<file path="config.mk">
export PLATFORM = sky130hd
export DESIGN_NAME = serial_addsub
export DESIGN_NICKNAME = d
export VERILOG_FILES = /design/src/rtl/serial_addsub.sv
export SDC_FILE = /design/constraint.sdc
export NUM_CORES = 1
export LEC_CHECK = 0
export BUFFER_PORTS_ARGS = -buffer_cell sky130_fd_sc_hd__clkbuf_2
export CORE_MARGIN = 8
export CORE_UTILIZATION = 40
export CTS_BUF_LIST = sky130_fd_sc_hd__clkbuf_8
export CTS_CLUSTER_SIZE = 14
export DETAILED_ROUTE_END_ITERATION = 12
export SLEW_MARGIN = 30
export SYNTH_ARGS = -nofsm -noshare
export SYNTH_HDL_FRONTEND = slang
export SYNTH_SLANG_ARGS = --single-unit
</file>
<file path="constraint.sdc">
create_clock -name clk -period 3.17 [get_ports clk]
set_clock_uncertainty 0.1 [all_clocks]
set_input_delay 0.317 -clock clk [delete_from_list [all_inputs] [get_ports clk]]
set_output_delay 0.317 -clock clk [all_outputs]
set_load 0.05 [all_outputs]
</file>
<file path="src/rtl/serial_addsub.sv">
// Digit-serial ripple-carry adder/subtractor: resolves DIGIT bits of a WIDTH-bit
// operand pair per clock, LSB digit first, under a start/busy/done handshake.
module serial_addsub #(
    parameter int WIDTH = 16,
    parameter int DIGIT = 4
) (
    input  logic             clk,
    input  logic             rst_n,
    input  logic             start,
    input  logic             mode,
    input  logic [WIDTH-1:0] a,
    input  logic [WIDTH-1:0] b,
    output logic             busy,
    output logic             done,
    output logic [WIDTH-1:0] y,
    output logic             cout,
    output logic             ovf
);

    localparam int N  = WIDTH / DIGIT;
    localparam int CW = (N > 1) ? $clog2(N) : 1;

    typedef enum logic {
        IDLE = 1'b0,
        RUN  = 1'b1
    } state_t;

    state_t           state_q, state_d;
    logic [WIDTH-1:0] opa_q, opa_d;
    logic [WIDTH-1:0] opb_q, opb_d;
    logic [WIDTH-1:0] y_q, y_d;
    logic [CW-1:0]    cnt_q, cnt_d;
    logic             carry_q, carry_d;
    logic             cout_q, cout_d;
    logic             ovf_q, ovf_d;
    logic             done_q, done_d;

    // One digit of the ripple chain; the carry into the digit's top bit is kept
    // because on the last digit that bit is the sign bit and feeds the overflow flag.
    logic [DIGIT-1:0] dig_a, dig_b, dig_sum;
    logic             dig_c, dig_c_top_in;
    int               base;

    always_comb begin
        base         = int'(cnt_q) * DIGIT;
        dig_a        = opa_q[base +: DIGIT];
        dig_b        = opb_q[base +: DIGIT];
        dig_sum      = '0;
        dig_c        = carry_q;
        dig_c_top_in = 1'b0;
        for (int i = 0; i < DIGIT; i++) begin
            if (i == DIGIT - 1) dig_c_top_in = dig_c;
            dig_sum[i] = dig_a[i] ^ dig_b[i] ^ dig_c;
            dig_c      = (dig_a[i] & dig_b[i]) | (dig_c & (dig_a[i] ^ dig_b[i]));
        end
    end

    always_comb begin
        // NOTE: every _d gets its hold value first so no path leaves it unassigned,
        // which would otherwise infer a latch.
        state_d = state_q;
        opa_d   = opa_q;
        opb_d   = opb_q;
        y_d     = y_q;
        cnt_d   = cnt_q;
        carry_d = carry_q;
        cout_d  = cout_q;
        ovf_d   = ovf_q;
        done_d  = 1'b0;

        unique case (state_q)
            IDLE: begin
                if (start) begin
                    state_d = RUN;
                    opa_d   = a;
                    opb_d   = mode ? ~b : b;
                    carry_d = mode;
                    cnt_d   = '0;
                    y_d     = '0;
                    cout_d  = 1'b0;
                    ovf_d   = 1'b0;
                end
            end
            RUN: begin
                y_d[base +: DIGIT] = dig_sum;
                carry_d            = dig_c;
                cnt_d              = cnt_q + 1'b1;
                if (cnt_q == CW'(N - 1)) begin
                    state_d = IDLE;
                    done_d  = 1'b1;
                    cout_d  = dig_c;
                    ovf_d   = dig_c_top_in ^ dig_c;
                end
            end
            default: state_d = IDLE;
        endcase
    end

    // NOTE: sequential state uses non-blocking assignments so every register
    // samples the pre-edge values, independent of statement order.
    always_ff @(posedge clk or negedge rst_n) begin
        if (!rst_n) begin
            state_q <= IDLE;
            opa_q   <= '0;
            opb_q   <= '0;
            y_q     <= '0;
            cnt_q   <= '0;
            carry_q <= 1'b0;
            cout_q  <= 1'b0;
            ovf_q   <= 1'b0;
            done_q  <= 1'b0;
        end else begin
            state_q <= state_d;
            opa_q   <= opa_d;
            opb_q   <= opb_d;
            y_q     <= y_d;
            cnt_q   <= cnt_d;
            carry_q <= carry_d;
            cout_q  <= cout_d;
            ovf_q   <= ovf_d;
            done_q  <= done_d;
        end
    end

    assign busy = (state_q == RUN);
    assign done = done_q;
    assign y    = y_q;
    assign cout = cout_q;
    assign ovf  = ovf_q;

endmodule

</file>
; ---- Yosys cells after proc, flatten, opt, wreduce, memory -nomap -nowiden
; Cells that the tools add are included.
; Widths: inputs -> output; s select.
[classes]
bitwise_logic = 23
reduce_logical = 2
n_mux = 18
add_sub_neg = 2
n_eq_ne = 3
shifts = 4
[op_table]
columns = op, n
row1 = $neg 4->33, 1
row2 = $shift 4x33->16 const A, 1
row3 = $shiftx 4x33->16, 1
row4 = $mux 16, 2
row5 = $pmux 16 s2, 1
row6 = $shiftx 16x5->4, 2
row7 = $bwmux 16, 1
row8 = $not 16->16, 1
row9 = $xor 1x1->1, 9
row10 = $and 1x1->1, 8
row11 = $mux 1, 8
row12 = $pmux 1 s2, 4
row13 = $or 1x1->1, 4
row14 = $pmux 2 s2, 1
row15 = $reduce_and 2->1, 2
row16 = $add 2x1->2 const B, 1
row17 = $eq 2x2->1 const B, 1
row18 = $mux 2, 1
row19 = $ne 2x1->1 const B, 1
row20 = $ne 2x2->1 const B, 1
row21 = $not 1->1, 1
[totals]
out_inout_bits = 20
regBits = 55

; ---- Logic depth before layout (Yosys ltp)
; Gate-level depths: netlist of the first run.
[depth]
ltp_word = 13
depth_mapped = 12

; ---- Worst setup path after synthesis of the first run
; Ideal clock, no wire load.
[synth_timing]
path_type = reg-to-reg
from = register cnt_q[0]
to = register cout_q, in the netlist cout
n_path_buf = 1
slack_ps = 185
t_arrival_ps = 2764
t_required_ps = 2949
stages_incl_launch_ff = 13
cell_sequence = dfrtp_1 buf_4 mux4_2 inv_1 fa_1 inv_1 fa_1 inv_1 fa_1 inv_1 fa_1 mux2_2 a22o_1
[synth_between]
elab_chain_cells = 12
[synth_rtl]
columns = item, line_no
row1 = start: declaration, 32  ; logic [CW-1:0] cnt_q, cnt_d;
row2 = start signal: assignment, 117  ; cnt_q <= cnt_d;
row3 = $shiftx 16x5->4 (on tied branches), "46, 47"
row4 = $xor 1x1->1, 54  ; dig_c = (dig_a[i] & dig_b[i]) | (dig_c & (dig_a[i] ^ dig_b[i]));
row5 = $and 1x1->1, 54
row6 = $or 1x1->1, 54
row7 = $and 1x1->1, 54
row8 = $or 1x1->1, 54
row9 = $and 1x1->1, 54
row10 = $or 1x1->1, 54
row11 = $and 1x1->1, 54
row12 = $or 1x1->1, 54
row13 = $mux 1, 88  ; if (cnt_q == CW'(N - 1)) begin
row14 = $pmux 1 s2, 71  ; unique case (state_q)
row15 = end signal: assignment, 119  ; cout_q <= cout_d;
row16 = end: declaration, 34  ; logic cout_q, cout_d;
; Several ways; a longest one is shown, not always the timed one. The select of a mux whose other input is x is not followed.
; A chain may end at the register's enable or synchronous reset.

; ---- Worst setup path after layout of the first run
; Same ends and word-level chain as after synthesis.

==> out/qor.yml, run 1 <==
run_status:
  status: "finished, final reports clean"
floorplan:
  die_area_um2: 10100
  rows: 30
  die_h_um: 100
  ios: 56
  die_x_um: 100
  core_um2: 6830
  initial_core_util: 0.417
global_route:
  grt_pass1_wl_mm: 9.53
  grt_pass1_vias: 1877
  grt-ovfl-total: 0
  grt_antenna_before_repair: 0
  grt_use_total: 0.120
  grt_max_degree: 38
layout:
  multiInputGateArea_um2: 1290
  layout_common_cells: "dfrtp_1 (54), clkbuf_2 (54), mux2_4 (29)"
  seqCellArea_um2: 1380
  fin_nets: 290
  diodes: 0
  fin_cells: 343
  nFillCells: 634
  syn_to_final_growth_pct: 16.0
  drive_gt1_frac: 0.482
routing:
  avgRoutedWirePerCell_um: 16.3
  drtIter0Drc: 44
  drc: 0
  viasPerCell: 4.83
  dr.pass1.iters: 4
  ant_nets: 0
  routed_wirelength_mm: 5.60
  vias: 1655
cts:
  cts_tree: "yes"
  cts_buffer_depth: 2
  cts.clk_slew.worst_paths_ps: 90
  cts_buffers: 5
  clock_latency_ps: 300
  cts_root_buf: "clkbuf_8"
  clock-sinks: 55
  htreeDepth: 2
  hold_buffers: 0
synthesis:
  syn_area_per_cell_um2: 15.1
  yosysUniqueCellTypes: 30
  synthCells: 189
  synth_nets: 233
  ys_seq_area_frac: 0.484
  ys_warn_count: 0
  synth-seq-cells: 55
  synth_area_um2: 2850
timing:
  fmax_mhz: 330
  slew_viol_final: 0
  fin_crit_sh: 0.955
  slew_headroom: 0.453
  worst_slew_pin_slew_ps: 821
  period_minus_slack_ps: 3030
  rsz0062_at_grt: "false"
  setup_violations: 0
  hold_violations: 0
  tns_ps: 0
  whs_ps: 4.41
pwr:
  p_leak_nw: 1.62
  p_per_area_nw_per_um2: 1210
  ir_drop_mv: 0.419
critical_path:
  crit_type: "reg2reg"
  cp_max_fo: 5
  endpoint_kind: "register"
  crit_required_ps: 3270
  arrival_ps: 3120
  cp-start-kind: "register"
placed_design:
  dpl.cell_count: 334
  dp_hpwl_mm: 4.28
  portBuffers: 55
  routabilityCongestion: 0.745
job:
  drv_cap: 0
min_path:
  hold_class: "in2async"
-- timing repair --
action	CTS	global route
setup buffers	0	1
endpoints found under the setup margin	0	2
resized for setup	0	3
-- Yosys cell counts --
master	number	area, um2
mux2_2	6	67.6
a21o_1	1	7.51
o22ai_1	2	12.5
dfrtp_1	55	1380
buf_4	3	22.5
and4b_1	1	10.0
o32ai_1	2	17.5
clkbuf_1	1	3.75
mux2_4	29	435
nor2_1	1	3.75
nor2b_4	1	13.8
nand4b_1	2	17.5
a32o_1	8	80.1
mux2i_1	4	40.0
nand4_1	1	6.26
buf_12	3	60.1
xor2_1	16	140
nand2_1	1	3.75
buf_2	3	15.0
inv_1	18	67.6
and4bb_2	2	25.0
ha_1	4	50.1
a22o_1	7	61.3
or2_2	1	6.26
o21ai_0	1	5.00
xnor2_1	1	8.76
and2_1	1	6.26
fa_1	4	80.1
buf_6	2	22.5
mux4_2	8	180
-- sequential cells by signal (all words and copies together) (netlist names) --
signal	count
opa_q	16
cout	1
opb_q	16
busy	1
cnt_q	2
y	16
done	1
ovf	1
carry_q	1
-- final timing paths --
| check | from | endpoint | slack [ps] | cells after the start |
|---|---|---|---|---|
| min in group clk | a[8] | opa_q[8] | 140 | 2 |
| worst min register to register | y[5] | y[5] | 400 | 1 |
| max in group asynchronous | rst_n | cnt_q[1] | 2210 | 2 |
| worst min-delay path | rst_n | opa_q[1] | 4 | 1 |
| worst max-delay path | cnt_q[0] | cout | 140 | 11 |
| worst max register to register | cnt_q[0] | cout | 140 | 11 |
-- kinds of logic (layout without fill, tap and decap cells) --
family | after synthesis | after routing | share of synthesized area
flops | 55 | 55 | 0.484
xor+xnor | 17 | 17 | 0.0523
simple gates | 11 | 11 | 0.0325
fa+ha+maj | 8 | 8 | 0.0457
buf+inv | 30 | 88 | 0.0672
compound gates | 21 | 21 | 0.0646
mux | 47 | 47 | 0.254
-- power breakdown --
| group | internal (mW) | switching (mW) |
|---|---|---|
| Clock | 0.256 | 0.219 |
| Sequential | 1.03 | 0.216 |
| Combinational | 1.04 | 1.24 |
-- area by class of cell --
class / instances / area share
Clock buffer: 6 / 0.0250
Clock inverter: 2 / 0.0106
Inverter: 18 / 0.0205
Multi-Input combinational cell: 104 / 0.390
Sequential cell: 55 / 0.417
Tap cell: 96 / 0.0364
Timing Repair Buffer: 62 / 0.100
-- routing by layer --
layer	global-route usage	vias to the layer above	routed length (um)
met5	0	-	0
met4	0.0349	0	61
met3	0.0443	6	325
met2	0.181	43	2520
met1	0.156	821	2690
li1	-	785	-
-- metrics by stage --
step / area (um2) / util / setup WS, ps / power [mW]
finish: 3300 / 0.483 / 143 / 3.99
global route: 3300 / 0.483 / 15.6 / 4.27
CTS: 3280 / 0.480 / 50.3 / 4.02
detailed placement: 3160 / 0.463 / 73.1 / 3.54
global placement: 3160 / 0.463 / 132 / 3.50
floorplan: 2850 / - / 185 / 3.00
-- critical path, stage by stage (launching register included) --
cell and delay, ps:
dfrtp_2 440, mux4_2 500, inv_1 80, fa_1 180, inv_1 60, fa_1 350
inv_1 70, fa_1 200, inv_1 60, fa_1 420, mux2_2 290, a22o_1 170
Note: power is estimated with default switching activity, not from simulation.
==> run 2, diff against run 1 <==
==> constraint.sdc (replaced) <==
create_clock -name clk -period 3.17 [get_ports clk]
set_clock_uncertainty 0.1 [all_clocks]
set_input_delay 0.634 -clock clk [delete_from_list [all_inputs] [get_ports clk]]
set_output_delay 0.634 -clock clk [all_outputs]
set_load 0.05 [all_outputs]
==> out/qor.yml, run 2 (synthesis results as in run 1) <==
run_status:
  status: "finished, final reports clean"
timing:
  fin_crit_sh: 0.948
  worst_slew_pin_slew_ps: 699
  setup_violations: 0
  setup_slack_ps: 165
  slew_headroom: 0.534
  slew_viol_final: 0
  hold_violations: 0
  fmax_mhz: 333
  period_minus_slack_ps: 3010
layout:
  fin_cells: 341
  nFillCells: 643
  drive_gt1_frac: 0.478
  final_common_cell: "clkbuf_2"
  fin_nets: 289
  syn_to_final_growth_pct: 15.3
  multiInputGateArea_um2: 1290
  diodes: 0
  layout_common_cells: "clkbuf_2 (55), dfrtp_1 (54), mux2_4 (29)"
  seqCellArea_um2: 1380
critical_path:
  path_cells: "mux4_2, inv_1, fa_1, inv_1, fa_1, inv_1, fa_1, inv_1, fa_1, mux2_2, a22o_1"
  cp_max_fo: 5
  worstReg2RegEnd: "cout"
  reg2reg_depth: 11
  cp.buffers_inverters: 4
  crit_required_ps: 3270
  cp-start-kind: "register"
  arrival_ps: 3100
  cp-startpoint: "cnt_q[0]"
  r2r_setup_slack_ps: 160
  slowest_stage: "mux4_2"
  reg2reg_from: "cnt_q[0]"
  critPathMaxStageDelay_ps: 510
  endpoint_kind: "register"
  crit_type: "reg2reg"
  crit_path_end: "cout"
  worst-path-stages: 11
  path_delay_family: "adder cells"
cts:
  cts_buffers: 5
  cts.clk_slew.worst_paths_ps: 90
  htreeDepth: 2
  cts_root_buf: "clkbuf_8"
  cts_buffer_depth: 2
  clock_latency_ps: 300
  cts_tree: "yes"
  clock-sinks: 55
pwr:
  power_frac_comb: 0.564
  pwr-share-seq: 0.323
  p_leak_nw: 1.60
  ir_drop_mv: 0.351
  switchingPower_mw: 1.67
  power_frac_clock: 0.113
  swShare: 0.422
  power.internal_mw: 2.29
  p_per_area_nw_per_um2: 1200
routing:
  dr.pass1.iters: 4
  avgRoutedWirePerCell_um: 16.5
  viasPerCell: 4.81
  ant_nets: 0
  routed_wirelength_mm: 5.64
  drc: 0
  drtIter0Drc: 66
  vias: 1639
min_path:
  hold_class: "in2async"
placed_design:
  post-place-ws_ps: 75.3
  dpl.cell_count: 333
  portBuffers: 55
  routabilityCongestion: 0.738
  dp_hpwl_mm: 4.24
floorplan:
  die_h_um: 100
  die_area_um2: 10100
  core_um2: 6830
  die_x_um: 100
  initial_core_util: 0.417
  ios: 56
  rows: 30
global_route:
  grt_max_degree: 56
  grt_pass1_vias: 1867
  grt_antenna_before_repair: 0
  grt_use_total: 0.122
  grt_pass1_wl_mm: 9.47
  grt-ovfl-total: 0
job:
  drv_cap: 0
==> run 2: how the worst min path moves through the flow <==
stage	startpoint	depth (start not counted)	slack, ps	to
after global routing	rst_n	2	410	opa_q[15]
after floorplan	rst_n	0	240	busy
after detailed placement	y[14]	1	390	y[14]
after global placement	y[5]	1	380	y[5]
final	rst_n	2	360	opa_q[13]
after CTS	rst_n	2	370	y[2]
==> run 2: power groups by stage <==
stage	clock, mW	combinational (mW)	sequential (mW)
global route	0.494	2.43	1.32
CTS	0.469	2.23	1.28
finish	0.447	2.23	1.27
global placement	0	2.20	1.29
detailed placement	0	2.22	1.29
floorplan	0	1.52	1.49
==> run 2: final cells by class <==
type,instances,area share
multi-input combinational,104,0.392
sequential,55,0.420
clock buffer,5,0.0210
tap,96,0.0366
timing repair buffer,61,0.0987
inverter,18,0.0206
clock inverter,2,0.0114
==> run 2: what timing repair did <==
| item | CTS | global route |
|---|---|---|
| setup endpoints to repair | 0 | 3 |
| resized for setup | 0 | 3 |
| hold buffers | 0 | 0 |
| setup buffers | 0 | 1 |
==> run 2: per-layer routing <==
metal / up-vias / global-route usage / wire [um]
met5: - / 0 / 0
met4: 0 / 0.0453 / 36
met3: 2 / 0.0394 / 324
met2: 49 / 0.182 / 2600
met1: 804 / 0.160 / 2680
li1: 784 / - / -
==> run 2: stage by stage <==
stage	cell area, um2	hold WS [ps]	utilization	total power [mW]	setup TNS, ps
after floorplan	2850	238	-	3.00	0
after global placement	3160	377	0.462	3.49	0
after detailed placement	3160	388	0.462	3.52	0
after CTS	3260	366	0.477	3.98	0
after global routing	3280	412	0.480	4.24	-7.22
final	3280	355	0.480	3.95	0
==> run 3, diff against run 2 <==
--- a/config.mk
+++ b/config.mk
@@ -11,6 +11,7 @@
 export CTS_BUF_LIST = sky130_fd_sc_hd__clkbuf_8
 export CTS_CLUSTER_SIZE = 14
 export DETAILED_ROUTE_END_ITERATION = 12
+export RECOVER_POWER = 25
 export SLEW_MARGIN = 30
 export SYNTH_ARGS = -nofsm -noshare
 export SYNTH_HDL_FRONTEND = slang
==> constraint.sdc (replaced) <==
create_clock -name clk -period 3.3 [get_ports clk]
set_clock_uncertainty 0.1 [all_clocks]
set_input_delay 0.66 -clock clk [delete_from_list [all_inputs] [get_ports clk]]
set_output_delay 0.66 -clock clk [all_outputs]
set_load 0.05 [all_outputs]
==> out/qor.yml, run 3 (synthesis results as in run 1) <==
run_status:
  status: "finished, final reports clean"
pwr:
  p_leak_nw: 1.60
  ir_drop_mv: 0.385
  p_per_area_nw_per_um2: 1150
layout:
  fin_cells: 340
  syn_to_final_growth_pct: 14.4
  utilization: 0.477
  fin_nets: 288
  layout_common_cells: "clkbuf_2 (56), dfrtp_1 (54), mux2_4 (29)"
  drive_gt1_frac: 0.467
  final_common_cell: "clkbuf_2"
  diodes: 0
placed_design:
  dp_hpwl_mm: 4.15
  dpl.cell_count: 333
  portBuffers: 55
  routabilityCongestion: 0.763
critical_path:
  crit_top_cell: "fa_1"
  endpoint_kind: "register"
  arrival_ps: 3150
  crit_required_ps: 3390
  crit_type: "reg2reg"
  r2r_setup_slack_ps: 240
  path_cells: "buf_4, mux4_2, fa_1, inv_1, fa_1, inv_1, fa_1, mux2_2, a22o_1"
  critPathMaxStageDelay_ps: 540
  cp-start-kind: "register"
  slowest_stage: "mux4_2"
  cp_max_fo: 13
floorplan:
  core_um2: 6830
  rows: 30
  die_x_um: 100
  ios: 56
  die_area_um2: 10100
  initial_core_util: 0.417
  die_h_um: 100
routing:
  avgRoutedWirePerCell_um: 16.1
  vias: 1620
  dr.pass1.iters: 4
  routed_wirelength_mm: 5.47
  drc: 0
  drtIter0Drc: 82
  viasPerCell: 4.76
  ant_nets: 0
timing:
  worst_slew_pin_slew_ps: 1340
  slew_headroom: 0.107
  period_minus_slack_ps: 3060
  rsz0062_at_grt: "false"
  setup_violations: 0
  tns_ps: 0
  hold_violations: 0
  fmax_mhz: 327
  slew_viol_final: 0
  fin_crit_sh: 0.926
cts:
  cts_buffer_depth: 2
  cts_tree: "yes"
  cts_buffers: 5
  post_cts_buffers: 0
  cts.clk_slew.worst_paths_ps: 90
  clock-sinks: 55
  cts_root_buf: "clkbuf_8"
  htreeDepth: 2
  clock_latency_ps: 300
global_route:
  grt_max_degree: 56
  grt_antenna_before_repair: 0
  grt_use_total: 0.115
  grt_pass1_vias: 1794
  grt_pass1_wl_mm: 9.20
  grt-ovfl-total: 0
job:
  drv_cap: 0
min_path:
  hold_class: "reg2reg"
[run 3: changes by cell type in the layout (fill, tap and decap cells not counted)]
cell        delta
o32ai_2        -1
o32ai_1        +1
clkinvlp_4     -1
buf_6          -1
clkbuf_2       +1
buf_4          -1
inv_1          +1
[run 3: per-layer routing]
metal | wire length, um | share of wire | GRT usage | up-vias
li1 | - | - | - | 781
met2 | 2510 | 0.46 | 0.175 | 45
met4 | 46 | 0.0084 | 0.0314 | 0
met5 | 0 | 0 | 0 | -
met1 | 2610 | 0.48 | 0.153 | 789
met3 | 305 | 0.056 | 0.0346 | 5
[run 3: stage by stage]
stage	hold WS (ps)	total power, mW	cell area [um2]	worst slack, ps
6_report	400	3.76	3260	244
5_1_grt	426	4.02	3260	52.9
4_1_cts	403	3.81	3260	151
3_5_place_dp	386	3.38	3160	160
3_3_place_gp	376	3.35	3160	239
2_1_floorplan	264	2.89	2850	315
[run 3: report_power, final]
part | total [mW] | switching [mW] | internal (mW)
Sequential | 1.22 | 0.235 | 0.986
Clock | 0.425 | 0.205 | 0.220
Combinational | 2.11 | 1.14 | 0.972
[run 3: critical path: cells and delay by family (launching register included)]
kind / cells / cell delay [ps]
AO/OA/AOI/OAI: 1 / 170
multiplexers: 2 / 830
adder cells (fa/ha/maj): 3 / 1040
flip-flops: 1 / 440
buffers and inverters: 3 / 370
[run 3: worst paths after layout]
| check | startpoint | endpoint | cells past startpoint |
|---|---|---|---|
| worst min-delay path | y[5] | y[5] | 1 |
| worst min register to register | y[5] | y[5] | 1 |
| min in group asynchronous | rst_n | opa_q[13] | 2 |
| worst max-delay path | cnt_q[0] | cout | 9 |
| worst max register to register | cnt_q[0] | cout | 9 |
| max in group asynchronous | rst_n | cnt_q[0] | 2 |
[run 3: final cells by class]
cell class                      count  area [um2]
Inverter                           18        67.6
Sequential cell                    55        1380
Clock inverter                      2        33.8
Tap cell                           96         120
Timing Repair Buffer               60         310
Multi-Input combinational cell    104        1280
Clock buffer                        5        68.8
Fill cell                         655        3570
[run 3: what timing repair did]
item                       in CTS  in global routing
setup endpoints to repair       0                  1
resized for setup               0                  1
hold buffers                    0                  0
